===== src/rtl/datapath_seq.sv =====
// Sequenced RISC datapath: register file, A/B/C pipeline registers,
// shifter, ALU, {Z,N,V} flags and PC, driven by an internal
// IDLE->LOADA->LOADB->EXEC->WB sequencer with a start/done handshake.
// Ports: clk, resetn (async, active low), start; decoder fields
//   rn/rm/rd, shift, ALUop, vsel, asel, bsel, wb_en; data inputs
//   mdata, sximm5, sximm8; outputs busy, done, status, B, C, pc.
module datapath_seq #(
  parameter int WIDTH = 16,
  parameter int NREG  = 8,
  parameter int RW    = $clog2(NREG),
  parameter int PCW   = 8
) (
  input  logic             clk,
  input  logic             resetn,
  input  logic             start,
  input  logic [RW-1:0]    rn,
  input  logic [RW-1:0]    rm,
  input  logic [RW-1:0]    rd,
  input  logic [1:0]       shift,
  input  logic [1:0]       ALUop,
  input  logic [1:0]       vsel,
  input  logic             asel,
  input  logic             bsel,
  input  logic             wb_en,
  input  logic [WIDTH-1:0] mdata,
  input  logic [WIDTH-1:0] sximm5,
  input  logic [WIDTH-1:0] sximm8,
  output logic             busy,
  output logic             done,
  output logic [2:0]       status,
  output logic [WIDTH-1:0] B,
  output logic [WIDTH-1:0] C,
  output logic [PCW-1:0]   pc
);

  typedef enum logic [2:0] {
    S_IDLE,
    S_LOADA,
    S_LOADB,
    S_EXEC,
    S_WB
  } state_t;

  state_t           r_state;
  logic [RW-1:0]    r_rn;
  logic [RW-1:0]    r_rm;
  logic [RW-1:0]    r_rd;
  logic [1:0]       r_shift;
  logic [1:0]       r_aluop;
  logic [1:0]       r_vsel;
  logic             r_asel;
  logic             r_bsel;
  logic             r_wben;
  logic [WIDTH-1:0] r_a;
  logic [WIDTH-1:0] r_b;
  logic [WIDTH-1:0] r_c;
  logic [2:0]       r_status;
  logic [PCW-1:0]   r_pc;
  logic             r_busy;
  logic             r_done;
  logic [WIDTH-1:0] r_rf [NREG];

  logic [WIDTH-1:0] w_bsh;
  logic [WIDTH-1:0] w_ain;
  logic [WIDTH-1:0] w_bin;
  logic [WIDTH-1:0] w_res;
  logic             w_v;
  logic [WIDTH-1:0] w_wbval;

  always_comb begin
    w_bsh = r_b;
    case (r_shift)
      2'b01:   w_bsh = {r_b[WIDTH-2:0], 1'b0};
      2'b10:   w_bsh = {1'b0, r_b[WIDTH-1:1]};
      2'b11:   w_bsh = {r_b[WIDTH-1], r_b[WIDTH-1:1]};
      default: w_bsh = r_b;
    endcase
  end

  assign w_ain = r_asel ? '0 : r_a;
  assign w_bin = r_bsel ? sximm5 : w_bsh;

  // Overflow: add flips sign when operands agree,
  // subtract when they differ.
  always_comb begin
    w_res = '0;
    w_v   = 1'b0;
    case (r_aluop)
      2'b00: begin
        w_res = w_ain + w_bin;
        w_v   = ~(w_ain[WIDTH-1] ^ w_bin[WIDTH-1])
              & (w_ain[WIDTH-1] ^ w_res[WIDTH-1]);
      end
      2'b01: begin
        w_res = w_ain - w_bin;
        w_v   = (w_ain[WIDTH-1] ^ w_bin[WIDTH-1])
              & (w_ain[WIDTH-1] ^ w_res[WIDTH-1]);
      end
      2'b10:   w_res = w_ain & w_bin;
      default: w_res = ~w_bin;
    endcase
  end

  always_comb begin
    w_wbval = r_c;
    case (r_vsel)
      2'b01:   w_wbval = WIDTH'(r_pc);
      2'b10:   w_wbval = sximm8;
      2'b11:   w_wbval = mdata;
      default: w_wbval = r_c;
    endcase
  end

  always_ff @(posedge clk or negedge resetn) begin
    if (!resetn) begin
      r_state  <= S_IDLE;
      r_rn     <= '0;
      r_rm     <= '0;
      r_rd     <= '0;
      r_shift  <= '0;
      r_aluop  <= '0;
      r_vsel   <= '0;
      r_asel   <= 1'b0;
      r_bsel   <= 1'b0;
      r_wben   <= 1'b0;
      r_a      <= '0;
      r_b      <= '0;
      r_c      <= '0;
      r_status <= '0;
      r_pc     <= '0;
      r_busy   <= 1'b0;
      r_done   <= 1'b0;
      for (int i = 0; i < NREG; i++)
        r_rf[i] <= '0;
    end else begin
      r_done <= 1'b0;
      case (r_state)
        S_IDLE: begin
          if (start) begin
            r_rn    <= rn;
            r_rm    <= rm;
            r_rd    <= rd;
            r_shift <= shift;
            r_aluop <= ALUop;
            r_vsel  <= vsel;
            r_asel  <= asel;
            r_bsel  <= bsel;
            r_wben  <= wb_en;
            r_busy  <= 1'b1;
            r_state <= S_LOADA;
          end
        end
        S_LOADA: begin
          r_a     <= r_rf[r_rn];
          r_state <= S_LOADB;
        end
        S_LOADB: begin
          r_b     <= r_rf[r_rm];
          r_state <= S_EXEC;
        end
        S_EXEC: begin
          r_c      <= w_res;
          r_status <= {w_res == '0, w_res[WIDTH-1], w_v};
          r_done   <= 1'b1;
          r_state  <= S_WB;
        end
        S_WB: begin
          if (r_wben)
            r_rf[r_rd] <= w_wbval;
          r_pc    <= r_pc + PCW'(1);
          r_busy  <= 1'b0;
          r_state <= S_IDLE;
        end
        default: begin
          r_busy  <= 1'b0;
          r_state <= S_IDLE;
        end
      endcase
    end
  end

  assign busy   = r_busy;
  assign done   = r_done;
  assign status = r_status;
  assign B      = r_b;
  assign C      = r_c;
  assign pc     = r_pc;

endmodule


===== config.mk =====
export PLATFORM = sky130hd
export DESIGN_NAME = datapath_seq
export DESIGN_NICKNAME = d
export VERILOG_FILES = /design/src/rtl/datapath_seq.sv
export SDC_FILE = /design/constraint.sdc
export NUM_CORES = 1
export LEC_CHECK = 0
export CAP_MARGIN = 20
export CORE_ASPECT_RATIO = 0.7
export CORE_MARGIN = 5
export CORE_UTILIZATION = 35
export DETAILED_ROUTE_END_ITERATION = 12
export RECOVER_POWER = 50
export SLEW_MARGIN = 20
export SYNTH_ARGS = -nofsm -noshare
export SYNTH_HDL_FRONTEND = slang
export SYNTH_SLANG_ARGS = --single-unit

===== constraint.sdc =====
create_clock -name clk -period 5.8 [get_ports clk]
set_clock_uncertainty 0.2 [all_clocks]
set_input_delay 1.16 -clock clk [delete_from_list [all_inputs] [get_ports clk]]
set_output_delay 1.16 -clock clk [all_outputs]
set_load 0.005 [all_outputs]

=== Word level (Yosys, flattened, before mapping) ===
Index checks and enable logic that the tools add are counted.

* Eq/ne operators: 13
* Bitwise operators: 12
* Add/sub/neg operators: 3
* Reductions and logical operators: 8
* Muxes and demuxes: 20
* $lt $le $gt $ge: 4

{| class="wikitable"
|+ Operators with widths
! cell !! number
|-
| case mux 16 bit (3 select lines) || 3
|-
| bitwise mux 128 bit || 1
|-
| two-way mux 16 bit || 7
|-
| binary-select mux 16 bit (select 3 bit) || 2
|-
| demux 16 bit (select 3 bit) || 1
|-
| adder 16 bit || 1
|-
| AND 16 bit || 1
|-
| logical NOT 16 bit || 1
|-
| NOT 16 bit || 1
|-
| subtractor 16 bit || 1
|-
| >= comparator 4 bit, second input constant || 3
|-
| NOT 3 -> 4 bit || 3
|-
| case mux 3 bit (4 select lines) || 1
|-
| equality test 2 bit, second input constant || 5
|-
| adder 8 x 1 -> 8 bit, second input constant || 1
|-
| equality test 2 x 1 -> 1 bit, second input constant || 3
|-
| equality test 3 x 2 -> 1 bit, second input constant || 2
|-
| AND reduction 2 bit || 3
|-
| less-than comparator 4 x 1 -> 1 bit, second input constant || 1
|-
| case mux 1 bit (2 select lines) || 2
|-
| equality test 3 x 1 -> 1 bit, second input constant || 1
|-
| equality test 3 bit, second input constant || 1
|-
| logical NOT 3 bit || 1
|-
| two-way mux 3 bit || 1
|-
| other kinds (8) || 13
|}

* Register bits after elaboration: 210
* Word-level logic and storage cells: 85
* Input bits: 69
* Output and inout port bits: 45

=== Logic depth before layout (Yosys ltp) ===
Gate-level depths: netlist (run 1).

* Word-level depth: 7
* Mapped depth: 17
* Depth with buffers taken out: 15

=== Least setup slack after synthesis (run 1) ===
Ideal clock, no wire load.

* Kind: in2reg
* Start: input sximm5[1]
* End: register r_status[2] (netlist: status[2])
* Stages: 12
* Arrival: 3755 ps
* Data required time: 5524 ps
* Library setup time: 76 ps
* Path slack: 1769 ps
* Buffers on the path: 0
* Cell sequence: mux2i_1 -> inv_1 -> ha_1 -> o21bai_1 -> and3_1 -> or2_1 -> xnor2_1 -> mux4_2 -> a211oi_1 -> nand4_1 -> a2111o_1 -> o21ai_1

* Word-level cells in the longest chain between the ends: 4
* Elaborated cells between the ends (all ways): 7
* Classes of those cells: 2 x add/sub; 2 x mux; 2 x bitwise; 1 x reduce/logical

{| class="wikitable"
|+ Ends and longest elaborated chain
! element !! RTL line !! source
|-
| start, declared || 26 || <nowiki>input logic [WIDTH-1:0] sximm5,</nowiki>
|-
| two-way mux 16 bit (*) || 81 || <nowiki>assign w_bin = r_bsel ? sximm5 : w_bsh;</nowiki>
|-
| subtractor 16 bit (tied with other cells) || 95 || <nowiki>w_res = w_ain - w_bin;</nowiki>
|-
| case mux 16 bit (3 select lines) (*) || 88 || <nowiki>case (r_aluop)</nowiki>
|-
| logical NOT 16 bit (*) || 163 || <nowiki>r_status <= {w_res == '0, w_res[WIDTH-1], w_v};</nowiki>
|-
| end signal, assigned || 163 ||
|-
| end, declared || 57 || <nowiki>logic [2:0] r_status;</nowiki>
|}

Every way passes the cells marked *; elsewhere a longest branch is shown, timed or not.
A chain may end at the register's enable or synchronous reset.

=== Final worst setup path (run 1) ===
* Start: register r_shift[0]
* End: register r_status[2] (netlist: status[2])

* Word-level cells in the longest chain between the ends: 6
* Elaborated cells between the ends (all ways): 11
* Classes of those cells: 2 x add/sub; 3 x eq/ne; 3 x mux; 2 x bitwise; 1 x reduce/logical

{| class="wikitable"
|+ Ends and longest elaborated chain
! element !! RTL line !! source
|-
| start, declared || 48 || <nowiki>logic [1:0] r_shift;</nowiki>
|-
| start signal, assigned || 143 || <nowiki>r_shift <= shift;</nowiki>
|-
| equality test 2 bit / equality test 2 x 1 -> 1 bit (equally long branches) || 72 || <nowiki>case (r_shift)</nowiki>
|-
| case mux 16 bit (3 select lines) (*) || 72 ||
|-
| two-way mux 16 bit (*) || 81 ||
|-
| subtractor 16 bit (tied with other cells) || 95 ||
|-
| case mux 16 bit (3 select lines) (*) || 88 ||
|-
| logical NOT 16 bit (*) || 163 ||
|}

Marked as above.

==> results.cfg, run 1 <==
[synth]
synth_nets = 1236
synth_warnings = 0
synth-seq-cells = 209
seq_area_frac_synth = 0.420
ys_types = 73
syn_area_um2 = 12400
syn_inst = 1132
synth-main-ff-cell = dfrtp_1
synth_edf_count = 0
syn_avg_cell_area_um2 = 11.0
synth_async_sr_flop_share = 1.00

[power]
power_leakage_nw = 6.15
ir_drop_v = 0.000304
power.density_nw_per_um2 = 643

[sta]
period_share = 0.838
grt_setup_unrepaired = false
slew_violations = 239
worstMarginPinSlew_ns = 2.88
setup_ws_ns = 0.939
fin_tns_setup_ns = 0
period_needed_ns = 4.86
fmax_mhz = 206
hold_viol = 0
maxSlewHeadroom = -0.918
setup_violations = 0

[cts]
numClockSinks = 209
cts_hold_buf = 0
cts_inserted_buffers = 21
post_cts_buffers = 0
cts_tree = built
cts-root-buf = clkbuf_16
clkSlewWorstSetupHoldPaths_ns = 0.07
cts_max_level = 1
cts_buffer_depth = 3
postCtsResizedCells = 0
clk_latency_ns = 0.52

[cells_and_area]
nNetsFinal = 1314
drive_gt1_frac = 0.190
num_antenna_cells = 0
multi_input_area_um2 = 6720
design_area_um2 = 14600
seqCellArea_um2 = 5230
syn_to_final_growth_pct = 17.6
fill_cells = 3334
post-route-util = 0.420

[setup_path]
cp_max_fo = 16
cp-start-kind = register
critPathArrivalTime_ns = 5.11
cp.required_ns = 6.05
criticalPathCategory = reg -> reg
end_kind = register

[placed_design]
placed_area_um2 = 14000
pre_cts_ws_ns = 0.881
gp_congestion = 0.913
hpwl_um = 26000
numPortBuffers = 113

[routing]
ant_nets = 0
vias = 9279
drt-pass1-iter-count = 5
wl_per_cell_um = 21.9
routed_wl_um = 37100
viasPerCell = 5.48
drt_iter0_markers = 683
remaining_drc_errors = 0

[grt]
grt_usage = 0.186
grt_max_degree = 101
grt_pass1_vias = 9504
antenna_found_initial = 0
grt_use_met3 = 0.0372
grt_use_met1 = 0.277
grt_overflow = 0
met2_usage = 0.283
grt_busiest_layer = met2
grt_pass1_wl_um = 58100

[die]
rows = 57
ios = 114
die_area_um2 = 39500
die_h_um = 168
die_width_um = 235
coreArea_um2 = 34900
initial_core_util = 0.357

[flow_run]
max-cap-violations = 6

[hold_path]
min-delay-path-class = reg -> reg

[status]
violations = capacitance limit, slew limit
outcome = complete, but fails checks
-- critical path: stages (launching register included) --
cell and delay (ns):
dfrtp_1 0.76, buf_4 0.36, nor2_1 0.09, a22oi_1 0.08, o21ai_0 0.50, ha_1 0.32
inv_1 0.10, fa_1 0.47, nor2b_1 0.19, o211ai_1 0.20, and4b_1 0.27, a211oi_1 0.24
mux2_2 0.23, o221a_2 0.18, nand4_1 0.13, a2111o_1 0.36, o21ai_1 0.13
-- logic make-up after synthesis --
| kind of cell | count (synthesis) | share of synthesized area |
|---|---|---|
| xor+xnor | 20 | 0.0141 |
| fa+ha+maj | 35 | 0.0364 |
| simple gates | 277 | 0.103 |
| flops | 209 | 0.420 |
| buf+inv | 120 | 0.0402 |
| mux | 228 | 0.268 |
| compound gates | 243 | 0.119 |
-- stage by stage --
stage                     power (mW)  hold WS [ns]  instances
final                           9.41         0.297       1693
after global routing            10.1         0.326       1693
after CTS                       9.44         0.299       1693
after detailed placement        8.04         0.280       1659
after global placement          8.01         0.275       1659
after floorplan                 6.38         0.261       1132
-- cell usage after synthesis (3+ instances only) --
master,count,area (µm²)
mux4_2,75,1690
o2111ai_1,3,26.3
a211oi_1,8,60.1
mux2_1,4,45.0
nand2b_1,7,43.8
a31oi_1,8,50.1
o31ai_1,8,60.1
buf_1,13,48.8
buf_4,4,30.0
dfrtp_1,209,5230
o211ai_1,9,67.6
nor2b_1,23,144
nand2_1,86,323
mux2_2,86,968
o21a_1,7,52.6
ha_1,33,413
nor2_1,109,409
o21ai_1,5,25.0
buf_2,13,65.1
mux2i_1,63,631
nand4_1,3,18.8
nor3_1,10,50.1
xnor2_1,12,105
clkbuf_1,51,191
nand3b_1,3,22.5
a21o_1,3,22.5
o21ai_0,61,305
a21oi_1,99,495
nand3_1,10,50.1
inv_1,36,135
and3_1,4,25.0
xor2_1,8,70.1
-- power by group --
part | leakage [nW] | internal (mW) | switching, mW
logic | 3.40 | 2.46 | 2.82
registers | 2.42 | 2.02 | 0.756
clock network | 0.331 | 0.769 | 0.588
total | 6.15 | 5.25 | 4.16
-- cell usage in the layout, fill, tap and decap left out, types with 21 or more instances in the layout --
cell type,netlist,routed
a21oi_1,99,99
clkbuf_16,0,21
clkdlybuf4s50_1,0,111
dfrtp_1,209,206
ha_1,33,33
inv_1,36,36
mux2_2,86,86
mux2i_1,63,63
mux4_2,75,75
nand2_1,86,86
nor2_1,109,109
nor2b_1,23,23
o21ai_0,61,61
-- path summary, 6_finish.rpt --
kind / from / end / slack (ns) / depth (start not counted)
setup / recovery: r_shift[0]$_DFFE_PN0P_ / status[2]$_DFFE_PN0P_ / 0.94 / 16
hold / removal: busy$_DFFE_PN0P_ / busy$_DFFE_PN0P_ / 0.30 / 1
setup reg to reg: r_shift[0]$_DFFE_PN0P_ / status[2]$_DFFE_PN0P_ / 0.94 / 16
hold reg to reg: busy$_DFFE_PN0P_ / busy$_DFFE_PN0P_ / 0.30 / 1
max in group asynchronous: resetn / r_rf[49]$_DFFE_PN0P_ / 1.26 / 2
min in group asynchronous: resetn / r_shift[0]$_DFFE_PN0P_ / 1.22 / 1
-- registers in the layout, indices dropped and copies added (netlist names) --
register / count
B: 16
r_rf: 128
r_rn: 3
pc: 8
r_bsel: 1
C: 15
r_aluop: 2
r_wben: 1
done: 1
r_shift: 2
r_rm: 3
r_vsel: 2
r_asel: 1
r_rd: 3
busy: 1
r_a: 16
r_state: 3
status: 3
-- metal layers --
metal  share of wire  vias to the layer above
met5               0                        -
met4           0.025                        0
met3           0.052                       60
met2            0.44                      240
met1            0.48                     4686
li1                -                     4293
-- cell type report --
class                   instances  area share
clock buffers                  28      0.0411
clock inverters                 6     0.00402
inverters                      36     0.00923
multi-input cells             803       0.459
flip-flops and latches        209       0.358
well taps                     472      0.0404
repair buffers                139      0.0886
Note: power is estimated with default switching activity, not from simulation.
==> run 2, diff against run 1 <==
==> constraint.sdc (replaced) <==
create_clock -name clk -period 4.2 [get_ports clk]
set_clock_uncertainty 0.2 [all_clocks]
set_input_delay 0.84 -clock clk [delete_from_list [all_inputs] [get_ports clk]]
set_output_delay 0.84 -clock clk [all_outputs]
set_load 0.005 [all_outputs]
==> results.cfg, run 2 (same netlist as run 1, synthesis figures left out) <==
[status]
outcome = complete, but fails checks
violations = capacitance limit, slew limit

[cts]
cts_tree = built
cts_inserted_buffers = 23
clkSlewWorstSetupHoldPaths_ns = 0.07
cts-root-buf = clkbuf_16
cts_max_level = 1
post_cts_buffers = 0
clk_latency_ns = 0.52
cts_buffer_depth = 3
numClockSinks = 209

[sta]
maxSlewHeadroom = -0.286
grt_setup_unrepaired = false
slew_violations = 137
hold_viol = 0
fmax_mhz = 248
period_needed_ns = 4.03
setup_violations = 0
period_share = 0.959
worstMarginPinSlew_ns = 1.93

[cells_and_area]
finalNonFillerCells = 1755
nNetsFinal = 1372
largest_register_ff_count = 128
syn_to_final_growth_pct = 23.4
final_cell_mix = dfrtp_1, clkdlybuf4s50_1, nor2_1
top_register = r_rf
num_antenna_cells = 0
mostFrequentLayoutCell = dfrtp_1
drive_gt1_frac = 0.241

[power]
clock_power_share = 0.161
internal_power_mw = 8.34
power_leakage_nw = 6.54
total_power_mw = 14.4
swShare = 0.423
p_seq_frac = 0.267
pwr-share-comb = 0.572
net-switching-power_mw = 6.10
ir_drop_v = 0.000388
power.density_nw_per_um2 = 940

[hold_path]
min_from = status[0]$_DFFE_PN0P_
min-delay-path-class = reg -> reg

[routing]
routed_wl_um = 38200
wl_per_cell_um = 21.8
viasPerCell = 5.49
vias = 9643
drt-pass1-iter-count = 5
remaining_drc_errors = 0
ant_nets = 0
drt_iter0_markers = 778

[die]
die_h_um = 168
die_area_um2 = 39500
initial_core_util = 0.357
die_width_um = 235
coreArea_um2 = 34900
rows = 57
ios = 114

[placed_design]
gp_congestion = 0.869
place_inst = 1715
numPortBuffers = 113
hpwl_um = 27600

[setup_path]
cp_max_fo = 19
critPathArrivalTime_ns = 4.27
cp.required_ns = 4.44
cp-start-kind = register
end_kind = register
startpoint = r_shift[0]$_DFFE_PN0P_
r2r_start = r_shift[0]$_DFFE_PN0P_
criticalPathCategory = reg -> reg

[grt]
antenna_found_initial = 0
grt_overflow = 0
grt_pass1_wl_um = 59400
grt_max_degree = 76
grt_usage = 0.191
grt_pass1_vias = 9717

[flow_run]
max-cap-violations = 3
==> run 2: changes by cell type in the layout (fill, tap and decap cells not counted), moves of 2 or more <==
cell,delta
buf_4,+57
buf_12,+2
bufinv_16,+5
clkinv_2,-4
clkbuf_1,-2
inv_6,+3
clkbuf_16,+2
==> run 2: critical path, stage by stage (launching register included) <==
cell       delay [ns]
dfrtp_1          0.37
buf_12           0.19
mux2i_1          0.23
o21ai_1          0.10
mux2i_2          0.22
buf_4            0.19
fa_1             0.19
nor2b_1          0.27
o21ai_2          0.11
and4b_2          0.26
o41ai_1          0.60
a2111oi_1        0.19
buf_4            0.19
o32ai_1          0.34
o21ai_1          0.13
o21ai_1          0.14
==> run 2: repair_timing <==
action	in CTS	in global routing
gates resized for setup	0	15
hold buffers	0	0
setup endpoints to repair	0	6
==> run 2: area by class of cell <==
class                      count  area [µm²]
tap                          472         591
inverter                      36         135
timing repair buffer         195        1760
fill                        3253       19500
multi-input combinational    803        6780
sequential                   209        5240
clock buffer                  30         642
clock inverter                10         214
==> run 2: path summary, 6_finish.rpt <==
path	depth (start not counted)	slack, ns	end
setup reg to reg	15	0.17	status[2]$_DFFE_PN0P_
hold reg to reg	2	0.30	status[0]$_DFFE_PN0P_
hold / removal	2	0.30	status[0]$_DFFE_PN0P_
min in group asynchronous	1	0.65	r_shift[1]$_DFFE_PN0P_
max in group asynchronous	2	1.08	pc[2]$_DFFE_PN0N_
setup / recovery	15	0.17	status[2]$_DFFE_PN0P_
==> run 2: layer usage <==
layer	part of all wire	vias to the layer above	GRT usage	wire length [µm]
li1	-	4406	-	-
met1	0.47	4890	0.291	18000
met2	0.45	298	0.293	17200
met3	0.057	49	0.0273	2160
met4	0.021	0	0.0378	818
met5	0	-	0	0
==> run 2: stage by stage <==
stage	setup WS, ns	util	instance area [µm²]	hold WS (ns)	setup TNS [ns]
floorplan	0.433	-	12400	0.261	0
global placement	-0.230	0.415	14500	0.274	-0.547
detailed placement	-0.324	0.415	14500	0.275	-0.824
CTS	0.0368	0.440	15300	0.157	0
global route	0.0176	0.440	15400	0.327	0
finish	0.170	0.440	15400	0.300	0
==> run 2: power by group through the flow <==
stage               Combinational [mW]  Sequential, mW  Clock [mW]
floorplan                         5.57            3.24           0
global placement                  8.05            3.83           0
detailed placement                8.10            3.87           0
CTS                               8.15            3.85        2.36
global route                      9.03            3.98        2.45
finish                            8.26            3.85        2.32
==> run 3, diff against run 2 <==
--- a/config.mk
+++ b/config.mk
@@ -9,7 +9,10 @@
 export CORE_ASPECT_RATIO = 0.7
 export CORE_MARGIN = 5
 export CORE_UTILIZATION = 35
+export CTS_BUF_LIST = sky130_fd_sc_hd__clkbuf_8
 export DETAILED_ROUTE_END_ITERATION = 12
+export GPL_TIMING_DRIVEN = 0
+export MAX_ROUTING_LAYER = met4
 export RECOVER_POWER = 50
 export SLEW_MARGIN = 20
 export SYNTH_ARGS = -nofsm -noshare
==> results.cfg, run 3 (same netlist as run 1, synthesis figures left out) <==
[grt]
grt_usage = 0.220
grt_pass1_wl_um = 64100
grt_pass1_vias = 9808
grt_max_degree = 93
grt_overflow = 0
antenna_found_initial = 4

[die]
coreArea_um2 = 34900
rows = 57
die_h_um = 168
die_area_um2 = 39500
initial_core_util = 0.357
ios = 114
die_width_um = 235

[sta]
period_share = 0.972
setup_violations = 0
setup_ws_ns = 0.118
period_needed_ns = 4.08
worstMarginPinSlew_ns = 2.54
fin_tns_setup_ns = 0
slew_violations = 40
maxSlewHeadroom = -0.691
hold_viol = 0
fin_hold_ws_ns = 0.294
fmax_mhz = 245

[placed_design]
hpwl_um = 32500
pre_cts_ws_ns = -0.778
numPortBuffers = 113
gp_congestion = 0.928

[cells_and_area]
top_register = r_rf
drive_gt1_frac = 0.219
final_cell_mix = dfrtp_1, clkdlybuf4s50_1, nor2_1
mostFrequentLayoutCell = dfrtp_1
nNetsFinal = 1398
syn_to_final_growth_pct = 22.2
post-route-util = 0.436
largest_register_ff_count = 128

[power]
power.density_nw_per_um2 = 927
power_leakage_nw = 6.40
total_power_mw = 14.1
ir_drop_v = 0.000342

[setup_path]
rrSetupSlack_ns = 0.12
critPathArrivalTime_ns = 4.37
cp-start-kind = register
r2r_end = status[2]$_DFFE_PN0P_
r2r_start = r_shift[0]$_DFFE_PN0P_
end_kind = register
cp_max_fo = 10
criticalPathCategory = reg -> reg
rr_worst_depth = 16
cp.required_ns = 4.49

[routing]
drt-pass1-iter-count = 5
routed_wl_um = 43200
remaining_drc_errors = 0
viasPerCell = 5.65
ant_nets = 0
drt_iter0_markers = 922
vias = 10111
wl_per_cell_um = 24.1

[hold_path]
min-delay-path-class = reg -> reg
hold_depth = 1
whs_endpoint = busy$_DFFE_PN0P_
min_from = busy$_DFFE_PN0P_

[cts]
clk_latency_ns = 0.56
cts_max_level = 2
cts_buffer_depth = 3
cts_tree = built
numClockSinks = 209
clkSlewWorstSetupHoldPaths_ns = 0.08
cts_inserted_buffers = 34
cts-root-buf = clkbuf_8

[status]
violations = capacitance limit, slew limit
outcome = complete, but fails checks

[flow_run]
max-cap-violations = 1
run 3: cell count changes in the layout (fill, tap and decap cells not counted), sizes merged:
| cell | change |
|---|---|
| inv | +7 |
| dlygate4sd3 | +2 |
| clkbuf | +59 |
| buf | -34 |
| clkinv | +5 |
| clkdlybuf4s50 | -1 |
| diode | +2 |
| bufinv | -5 |
run 3: worst max path at each step:
stage,from,cells after the start,endpoint,slack [ns]
3_3_place_gp,resetn,1,r_rf[81]$_DFFE_PN0P_,-7.00
5_1_grt,r_shift[0]$_DFFE_PN0P_,16,status[2]$_DFFE_PN0P_,-0.06
3_5_place_dp,sximm5[0],15,status[2]$_DFFE_PN0P_,-0.78
4_1_cts,r_shift[0]$_DFFE_PN0P_,16,status[2]$_DFFE_PN0P_,0.002
6_report,r_shift[0]$_DFFE_PN0P_,16,status[2]$_DFFE_PN0P_,0.12
2_1_floorplan,r_shift[0]$_DFFE_PN0P_,17,status[2]$_DFFE_PN0P_,0.43
run 3: report_power, final:
part	total, mW	switching (mW)	internal [mW]
Clock	1.83	0.879	0.948
Combinational	8.77	4.94	3.82
Sequential	3.51	0.712	2.80
Total	14.1	6.53	7.57
run 3: metrics by stage:
step	instance area, µm²	cells
floorplan	12400	1132
detailed placement	14200	1719
global route	15200	1790
global placement	14200	1717
CTS	15000	1779
finish	15200	1790
run 3: cell type report:
class,count,area (µm²)
Timing Repair Buffer,128,1290
Clock buffer,41,564
Sequential cell,209,5230
Tap cell,472,591
Multi-Input combinational cell,803,6890
Antenna cell,2,5.00
Buffer,82,403
Clock inverter,17,104
Inverter,36,135
Fill cell,3317,19700
run 3: worst max-delay path, stage by stage (launching register included):
cell	delay (ns)
dfrtp_1	0.40
buf_12	0.16
nor2_1	0.09
a22oi_1	0.09
o21ai_2	0.29
ha_2	0.25
inv_1	0.06
fa_2	0.40
nor2b_1	0.18
o21ai_2	0.21
and4b_2	0.35
o41ai_2	0.12
a2111oi_2	0.46
o211ai_1	0.15
mux2i_2	0.34
o21ai_1	0.12
o21ai_1	0.13
run 3: timing repair:
item                                    in CTS  in global routing
endpoints found under the setup margin       7                  6
hold buffers                                 1                  0
cloned                                       0                  0
endpoints found under the hold margin       39                  0
setup buffers                                1                  9
pin swaps                                    3                 11
resized for setup                           16                 40
run 3: per-layer routing:
layer  vias to the layer above  GRT usage  wire length, µm
met5                         -          -                0
met3                        58     0.0526             3680
met2                       426      0.297            18100
met4                         0     0.0505              795
li1                       4466          -                -
met1                      5161      0.333            20500
